## src/rtl/mem_bus_initiator_if.sv

```systemverilog
// Memory / memory-mapped IO bus between the CPU-side initiator and its responders.
// The initiator drives strobes, address, lane enables and store data; a responder returns ack and read data.
interface mem_bus_initiator_if;
   logic        write_mem;
   logic        read_mem;
   logic [31:0] data_address;
   logic [31:0] data_to_write;
   logic [3:0]  byte_en;
   logic        bus_ack;
   logic [31:0] data_read;

   modport master (
      output write_mem, read_mem, data_address, data_to_write, byte_en,
      input  bus_ack, data_read
   );

   modport slave (
      input  write_mem, read_mem, data_address, data_to_write, byte_en,
      output bus_ack, data_read
   );
endinterface

```

## src/rtl/mem_bus_initiator.sv

```systemverilog
// CPU-side load/store initiator: turns one core request into a held bus transaction,
// lane-aligns store data, extends load data and aborts with an error on misalignment or timeout.
module mem_bus_initiator #(
   parameter int unsigned TIMEOUT_CYCLES = 16
) (
   input  logic                  clk,
   input  logic                  rst,
   input  logic                  req_valid,
   input  logic                  req_write,
   input  logic [1:0]            req_size,
   input  logic                  req_unsigned,
   input  logic [31:0]           req_addr,
   input  logic [31:0]           req_wdata,
   output logic                  req_ready,
   output logic                  busy,
   mem_bus_initiator_if.master   bus,
   output logic                  rsp_valid,
   output logic [31:0]           rsp_rdata,
   output logic                  rsp_err
);

   typedef enum logic [1:0] {IDLE, REQ, RESP} state_t;

   // A zero TIMEOUT_CYCLES still needs a one-bit counter to keep the vector legal.
   localparam int unsigned CNT_W = (TIMEOUT_CYCLES > 0) ? $clog2(TIMEOUT_CYCLES + 1) : 1;
   localparam logic [CNT_W-1:0] CNT_LAST = CNT_W'(TIMEOUT_CYCLES - 1);

   state_t           state_q, state_d;
   logic [CNT_W-1:0] cnt_q;
   logic             write_q;
   logic             unsigned_q;
   logic [1:0]       size_q;
   logic [1:0]       offset_q;
   logic [31:0]      address_q;
   logic [31:0]      wdata_q;
   logic [3:0]       byte_en_q;
   logic [31:0]      rdata_q;
   logic             err_q;

   logic accept;
   logic misaligned;
   logic timeout_hit;
   logic ack_in_req;

   function automatic logic [3:0] lane_enables(input logic [1:0] size, input logic [1:0] offset);
      logic [3:0] be;
      case (size)
         2'd0:    be = 4'b0001 << offset;
         2'd1:    be = 4'b0011 << offset;
         2'd2:    be = 4'b1111;
         default: be = 4'b0000;
      endcase
      return be;
   endfunction

   function automatic logic [31:0] replicate_store(input logic [1:0] size, input logic [31:0] wdata);
      logic [31:0] data;
      case (size)
         2'd0:    data = {4{wdata[7:0]}};
         2'd1:    data = {2{wdata[15:0]}};
         default: data = wdata;
      endcase
      return data;
   endfunction

   function automatic logic [31:0] extend_load(input logic [31:0] word, input logic [1:0] offset,
                                               input logic [1:0] size, input logic uns);
      logic [31:0] lane;
      logic [31:0] result;
      lane = word >> {offset, 3'b000};
      case (size)
         2'd0:    result = uns ? {24'd0, lane[7:0]}  : {{24{lane[7]}}, lane[7:0]};
         2'd1:    result = uns ? {16'd0, lane[15:0]} : {{16{lane[15]}}, lane[15:0]};
         default: result = word;
      endcase
      return result;
   endfunction

   assign accept      = req_valid && (state_q == IDLE);
   assign misaligned  = (req_size == 2'd3) ||
                        ((req_size == 2'd1) && req_addr[0]) ||
                        ((req_size == 2'd2) && (req_addr[1:0] != 2'b00));
   assign ack_in_req  = (state_q == REQ) && bus.bus_ack;
   // Ack in the last allowed cycle takes priority over the timeout.
   assign timeout_hit = (TIMEOUT_CYCLES != 0) && (state_q == REQ) && !bus.bus_ack && (cnt_q == CNT_LAST);

   // NOTE: sequential state is updated with non-blocking assignments so every flop samples pre-edge values.
   always_ff @(posedge clk or posedge rst) begin
      if (rst) state_q <= IDLE;
      else     state_q <= state_d;
   end

   // NOTE: every combinational output gets a default first so no path can infer a latch.
   always_comb begin
      state_d           = state_q;
      req_ready         = 1'b0;
      busy              = 1'b1;
      rsp_valid         = 1'b0;
      bus.write_mem     = 1'b0;
      bus.read_mem      = 1'b0;
      bus.data_address  = address_q;
      bus.data_to_write = wdata_q;
      bus.byte_en       = byte_en_q;
      rsp_rdata         = rdata_q;
      rsp_err           = err_q;
      case (state_q)
         IDLE: begin
            req_ready = 1'b1;
            busy      = 1'b0;
            if (accept) state_d = misaligned ? RESP : REQ;
         end
         REQ: begin
            bus.write_mem = write_q;
            bus.read_mem  = !write_q;
            if (bus.bus_ack || timeout_hit) state_d = RESP;
         end
         RESP: begin
            rsp_valid = 1'b1;
            state_d   = IDLE;
         end
         default: state_d = IDLE;
      endcase
   end

   always_ff @(posedge clk or posedge rst) begin
      if (rst) begin
         cnt_q      <= '0;
         write_q    <= 1'b0;
         unsigned_q <= 1'b0;
         size_q     <= 2'd0;
         offset_q   <= 2'd0;
         address_q  <= '0;
         wdata_q    <= '0;
         byte_en_q  <= '0;
      end else if (accept) begin
         cnt_q      <= '0;
         write_q    <= req_write;
         unsigned_q <= req_unsigned;
         size_q     <= req_size;
         offset_q   <= req_addr[1:0];
         address_q  <= {req_addr[31:2], 2'b00};
         wdata_q    <= replicate_store(req_size, req_wdata);
         byte_en_q  <= lane_enables(req_size, req_addr[1:0]);
      end else if ((state_q == REQ) && !bus.bus_ack) begin
         cnt_q <= cnt_q + CNT_W'(1);
      end
   end

   // Response fields are loaded on the way into RESP and cleared on the way out.
   always_ff @(posedge clk or posedge rst) begin
      if (rst) begin
         rdata_q <= '0;
         err_q   <= 1'b0;
      end else if (accept && misaligned) begin
         rdata_q <= '0;
         err_q   <= 1'b1;
      end else if (ack_in_req) begin
         rdata_q <= write_q ? 32'd0 : extend_load(bus.data_read, offset_q, size_q, unsigned_q);
         err_q   <= 1'b0;
      end else if (timeout_hit) begin
         rdata_q <= '0;
         err_q   <= 1'b1;
      end else if (state_q == RESP) begin
         rdata_q <= '0;
         err_q   <= 1'b0;
      end
   end

endmodule

```

## src/flat_wrapper.sv

```systemverilog
// flat-port wrapper written by rule: the top's interface ports become plain ports
module mem_bus_initiator_flat 
#(
   parameter int unsigned TIMEOUT_CYCLES = 16
)
  (clk, rst, req_valid, req_write, req_size, req_unsigned, req_addr, req_wdata, req_ready, busy, rsp_valid, rsp_rdata, rsp_err, bus_write_mem, bus_read_mem, bus_data_address, bus_data_to_write, bus_byte_en, bus_bus_ack, bus_data_read);
  mem_bus_initiator_if bus_i ();
  input  logic clk;
  input  logic rst;
  input  logic req_valid;
  input  logic req_write;
  input  logic [1:0] req_size;
  input  logic req_unsigned;
  input  logic [31:0] req_addr;
  input  logic [31:0] req_wdata;
  output logic req_ready;
  output logic busy;
  output logic rsp_valid;
  output logic [31:0] rsp_rdata;
  output logic rsp_err;
  output wire logic [$bits(bus_i.write_mem)-1:0] bus_write_mem;
  output wire logic [$bits(bus_i.read_mem)-1:0] bus_read_mem;
  output wire logic [$bits(bus_i.data_address)-1:0] bus_data_address;
  output wire logic [$bits(bus_i.data_to_write)-1:0] bus_data_to_write;
  output wire logic [$bits(bus_i.byte_en)-1:0] bus_byte_en;
  input wire logic [$bits(bus_i.bus_ack)-1:0] bus_bus_ack;
  input wire logic [$bits(bus_i.data_read)-1:0] bus_data_read;
  assign bus_write_mem = bus_i.write_mem;
  assign bus_read_mem = bus_i.read_mem;
  assign bus_data_address = bus_i.data_address;
  assign bus_data_to_write = bus_i.data_to_write;
  assign bus_byte_en = bus_i.byte_en;
  assign bus_i.bus_ack = bus_bus_ack;
  assign bus_i.data_read = bus_data_read;
  mem_bus_initiator #(.TIMEOUT_CYCLES(TIMEOUT_CYCLES)) u_core (.clk(clk), .rst(rst), .req_valid(req_valid), .req_write(req_write), .req_size(req_size), .req_unsigned(req_unsigned), .req_addr(req_addr), .req_wdata(req_wdata), .req_ready(req_ready), .busy(busy), .bus(bus_i), .rsp_valid(rsp_valid), .rsp_rdata(rsp_rdata), .rsp_err(rsp_err));
endmodule
```

## config.mk

```make
export PLATFORM = sky130hd
export DESIGN_NAME = mem_bus_initiator_flat
export DESIGN_NICKNAME = d
export VERILOG_FILES = /design/src/rtl/mem_bus_initiator_if.sv /design/src/rtl/mem_bus_initiator.sv /design/src/flat_wrapper.sv
export SDC_FILE = /design/constraint.sdc
export NUM_CORES = 1
export LEC_CHECK = 0
export ABC_AREA = 1
export CAP_MARGIN = 10
export CORE_UTILIZATION = 40
export DETAILED_ROUTE_END_ITERATION = 6
export PLACE_DENSITY = 0.88
export SYNTH_ARGS = -nofsm -noshare
export SYNTH_HDL_FRONTEND = slang
export SYNTH_SLANG_ARGS = --single-unit
```

## constraint.sdc

```tcl
create_clock -name clk -period 3.5 [get_ports clk]
set_input_delay 0.7 -clock clk [delete_from_list [all_inputs] [get_ports clk]]
set_output_delay 0.7 -clock clk [all_outputs]
set_load 0.03 [all_outputs]
```

; ---- Word level (Yosys, flattened, before mapping)
; Cells that the tools add are included.
[classes]
n_reduce_logical = 19
addsub = 1
n_shift = 3
n_eq_ne = 9
n_mux = 25
[ops]
columns = op, n
row1 = $mux W32, 7
row2 = $pmux W32 S2, 2
row3 = $shr A32 B5 Y16, 1
row4 = $pmux W4 S3, 1
row5 = $mux W5, 2
row6 = $mux W1, 9
row7 = $logic_and A1 B1 Y1, 7
row8 = $eq A2 B1 Y1 const B, 3
row9 = $eq A2 B2 Y1 const B, 3
row10 = $logic_not A2 Y1, 3
row11 = $mux W2, 3
row12 = $add A5 B1 Y5 const B, 1
row13 = $eq A5 B4 Y1 const B, 1
row14 = $pmux W2 S2, 1
row15 = $reduce_bool A2 Y1, 2
row16 = $reduce_bool A4 Y1, 1
row17 = $shl A1 B2 Y4 const A, 1
row18 = $shl A2 B2 Y4 const A, 1
row19 = $logic_or A1 B1 Y1, 3
row20 = $logic_not A1 Y1, 2
row21 = $ne A2 B1 Y1 const B, 1
row22 = $ne A2 B2 Y1 const B, 1
row23 = $reduce_and A2 Y1, 1
[totals]
output_inout_bits = 106
word_cells = 68
regBits = 112
input_bits = 104

; ---- Depth between registers and ports, before layout
[logic_depth]
depth_word = 7
depth_mapped = 10
mapped_depth_nobuf = 9

; ---- Worst setup path after synthesis
; Ideal clock, no wire load.
[synth_path]
kind = flip-flop to output port
start = reg u_core.state_q[1]
end = out bus_write_mem
t_arrival_ns = 1.002
path_stages_with_launch = 4
slack_ns = 1.798
required_ns = 2.800
n_path_buf = 0
cell_sequence = dfrtp_1 inv_2 nand2_2 nor2_1
[synth_between]
elab_chain_len = 2
[synth_lines]
columns = item, line_no
row1 = start: declaration, mem_bus_initiator.sv:28  ; state_t state_q, state_d;
row2 = start signal: assignment, mem_bus_initiator.sv:90  ; else state_q <= state_d;
row3 = $eq A2 B1 Y1, mem_bus_initiator.sv:106  ; case (state_q)
row4 = $mux W1, mem_bus_initiator.sv:106
row5 = end: declaration, flat_wrapper.sv:21  ; output wire logic [$bits(bus_i.write_mem)-1:0] bus_write_mem;
; No other way between the ends.

; ---- Final worst setup path
[layout_path]
start = reg u_core.state_q[1]
end = out bus_read_mem
[layout_between]
elab_chain_len = 2
[layout_lines]
columns = item, line_no
row1 = $eq A2 B1 Y1, mem_bus_initiator.sv:106
row2 = $mux W1, mem_bus_initiator.sv:106
row3 = end: declaration, flat_wrapper.sv:22  ; output wire logic [$bits(bus_i.read_mem)-1:0] bus_read_mem;
; No other way between the ends.

==> flow_metrics.env <==
export IMPL_drive_gt1_share_pct=5.35
export IMPL_core_area_mm2=0.0132
export IMPL_synth_compound_area_share_pct=9.88
export IMPL_fin_worst_skew_ps=8.66
export IMPL_hold_violations=0
export IMPL_post_cts_setup_buffers=0
export IMPL_worstMarginPinSlew_ps=882
export IMPL_cts_buffers=9
export IMPL_slew_headroom_pct=41.1
export IMPL_max_freq_mhz=405
export IMPL_synth_fa_ha_area_share_pct=0.465
export IMPL_pwr_share_comb_pct=54.6
export IMPL_cts_root_buf="clkbuf_16"
export IMPL_seq_area_frac_synth_pct=52.1
export IMPL_grt_max_degree=50
export IMPL_drv_slew=0
export IMPL_power_share_clock_pct=14.2
export IMPL_critPathLaunch="u_core.state_q[1]"
export IMPL_min_period_ps=2470
export IMPL_final_cell_mix="nand2_1, clkdlybuf4s50_1, dfrtp_1"
export IMPL_overflow=0
export IMPL_synth_area_mm2=0.00538
export IMPL_placedInstanceArea_mm2=0.00755
export IMPL_rsz0062_at_grt="no"
export IMPL_worst_endpoint_required_ps=2800
export IMPL_yosysWarnings=0
export IMPL_crit_path_end="bus_read_mem"
export IMPL_synth_seq_cells=112
export IMPL_cts_resized=0
export IMPL_vias_per_cell=5.01
export IMPL_grt_pass1_wl_um=26400
export IMPL_final_common_cell="nand2_1"
export IMPL_powerDensity_mw_per_mm2=951
export IMPL_cts_hold_buf=0
export IMPL_routed_via_count=5379
export IMPL_endpoint_kind="output pin"
export IMPL_tns_ps=0
export IMPL_design_area_mm2=0.00785
export IMPL_switchingPower_mw=3.46
export IMPL_clkTransAtPathRegs_ps=80
export IMPL_whs_ps=472
export IMPL_num_rows=42
export IMPL_setup_violations=0
export IMPL_dr_first_iter_drc_count=463
export IMPL_clkSinkCount=112
export IMPL_worst_r2r_path_depth=5
export IMPL_diodes=0
export IMPL_fp_dieW_um=118
export IMPL_r2r_end="u_core.rsp_rdata[12]"
export IMPL_utilization_pct=59.5
export IMPL_clk_latency_ps=360
export IMPL_synth_simple_area_share_pct=30.3
export IMPL_rrSetupSlack_ps=1200
export IMPL_grt_pass1_vias=5334
export IMPL_gp_congestion=0.879
export IMPL_wl_per_cell_um=15.1
export IMPL_grt_util_all_layers_pct=24.2
export IMPL_cts_tree="done"
export IMPL_ant_nets=0
export IMPL_synth_area_mux_share_pct=0
export IMPL_path_max_fanout=4
export IMPL_dp_hpwl_um=11800
export IMPL_worstPathArrival_ps=1770
export IMPL_vdd_ir_drop_max_uv=619
export IMPL_die_h_um=118
export IMPL_ctsLongestPathBuffers=2
export IMPL_yosys_area_share_xor_xnor_pct=0
export IMPL_synth_top_family_by_area="simple AND/OR/NAND/NOR gates"
export IMPL_status="finished, final reports clean"
export IMPL_post_route_period_util_pct=70.6
export IMPL_r2r_start="u_core.size_q[1]"
export IMPL_synth_cells=700
export IMPL_sw_frac_of_total_pct=46.3
export IMPL_p_int_mw=4.01
export IMPL_layout_nets=998
export IMPL_syn2layout_area_growth_pct=45.8
export IMPL_power_mw=7.46
export IMPL_start_kind="flop"
export IMPL_p_leak_nw=3.77
export IMPL_initial_core_util_pct=40.8
export IMPL_path_class="reg2out"
export IMPL_htree_levels=3
export IMPL_antenna_found_initial=0
export IMPL_io_pins=210
export IMPL_post_route_drc_count=0
export IMPL_p_seq_share_pct=31.3
export IMPL_dr_pass1_iters=5
export IMPL_wirelength_um=16200
export IMPL_cap_violations=0
export IMPL_io_buffers=207
export IMPL_die_area_mm2=0.0139
export IMPL_synthDistinctLibCells=30
export IMPL_avgSynthCellArea_um2=7.69
export IMPL_hold_class="reg2reg"
==> power by group through the flow <==
stage | combinational, mW | sequential, mW | clock (mW)
floorplan | 1.52 | 3.28 | 0
global placement | 4.02 | 2.33 | 0
detailed placement | 4.09 | 2.34 | 0
CTS | 4.10 | 2.33 | 1.07
global route | 4.39 | 2.41 | 1.13
finish | 4.07 | 2.33 | 1.06
==> synth_stat cells <==
cell,count,area share (%)
nand2_1,307,21
dfrtp_1,112,52
a21oi_1,53,4.9
nor2_1,48,3.3
inv_1,38,2.6
nand3_1,32,3.0
o21ai_0,17,1.6
buf_2,16,1.5
buf_4,8,1.1
clkbuf_1,8,0.56
o21ai_1,8,0.74
a31oi_1,7,0.81
inv_2,6,0.42
o2111ai_1,5,0.81
buf_6,4,0.84
nor2_2,4,0.46
nor2_4,4,0.84
or2_2,4,0.46
nand2_2,3,0.35
o211ai_1,3,0.42
a21oi_2,2,0.33
ha_1,2,0.46
or2_1,2,0.23
clkinv_1,1,0.070
conb_1,1,0.070
inv_4,1,0.12
nand4_1,1,0.12
nor3_1,1,0.093
o21a_1,1,0.14
o22ai_1,1,0.12
==> cell type report <==
cell class              count  area [um^2]
fillers                  1163         5340
flip-flops and latches    112         2800
multi-input cells         507         2200
repair buffers            216         2150
clock buffers              11          233
well taps                 176          220
inverters                  46          179
clock inverters             5         61.3
==> worst max-delay path, cell delays in order (launching register included) <==
cell and delay, ps:
dfrtp_1 430, inv_2 100, nand2_2 100, nor2_4 110
clkdlybuf4s50_1 670
==> worst min-delay path by stage <==
stage	startpoint	endpoint	slack, ps	cells after the start
after global placement	u_core.bus.data_address[18]	u_core.bus.data_address[18]	450	2
after global routing	u_core.bus.data_address[19]	u_core.bus.data_address[19]	490	2
final	u_core.rsp_rdata[4]	u_core.rsp_rdata[4]	470	2
after detailed placement	u_core.bus.data_address[26]	u_core.bus.data_address[26]	460	2
after CTS	u_core.rsp_rdata[4]	u_core.rsp_rdata[4]	480	2
after floorplan	u_core.cnt_q[4]	u_core.cnt_q[4]	480	2
==> per-layer routing <==
layer	track usage [%]	wire [um]	up-vias
li1	-	-	2578
met1	28.3	6520	2533
met2	40.8	7850	243
met3	7.56	1510	25
met4	10.1	306	0
met5	0	0	-
==> logic make-up after synthesis <==
group	Yosys count
AND/OR/NAND/NOR	406
flip-flops	112
AO/OA/AOI/OAI	97
buffers and inverters	82
adder cells (fa/ha/maj)	2
other	1
==> sequential cells by signal, summed over array words and instances (netlist names), 2 cells and up <==
signal and count:
u_core.size_q 2, u_core.state_q 2, u_core.bus.data_to_write 32, u_core.bus.byte_en 4
u_core.bus.data_address 30, u_core.offset_q 2, u_core.cnt_q 5, u_core.rsp_rdata 32
==> per-stage QoR <==
step | setup WS (ps) | cells
3_5_place_dp | 958 | 1057
3_3_place_gp | 1040 | 1057
4_1_cts | 1010 | 1073
6_report | 1030 | 1073
2_1_floorplan | 1440 | 701
5_1_grt | 934 | 1073
Power figures use the tool's default switching activity.
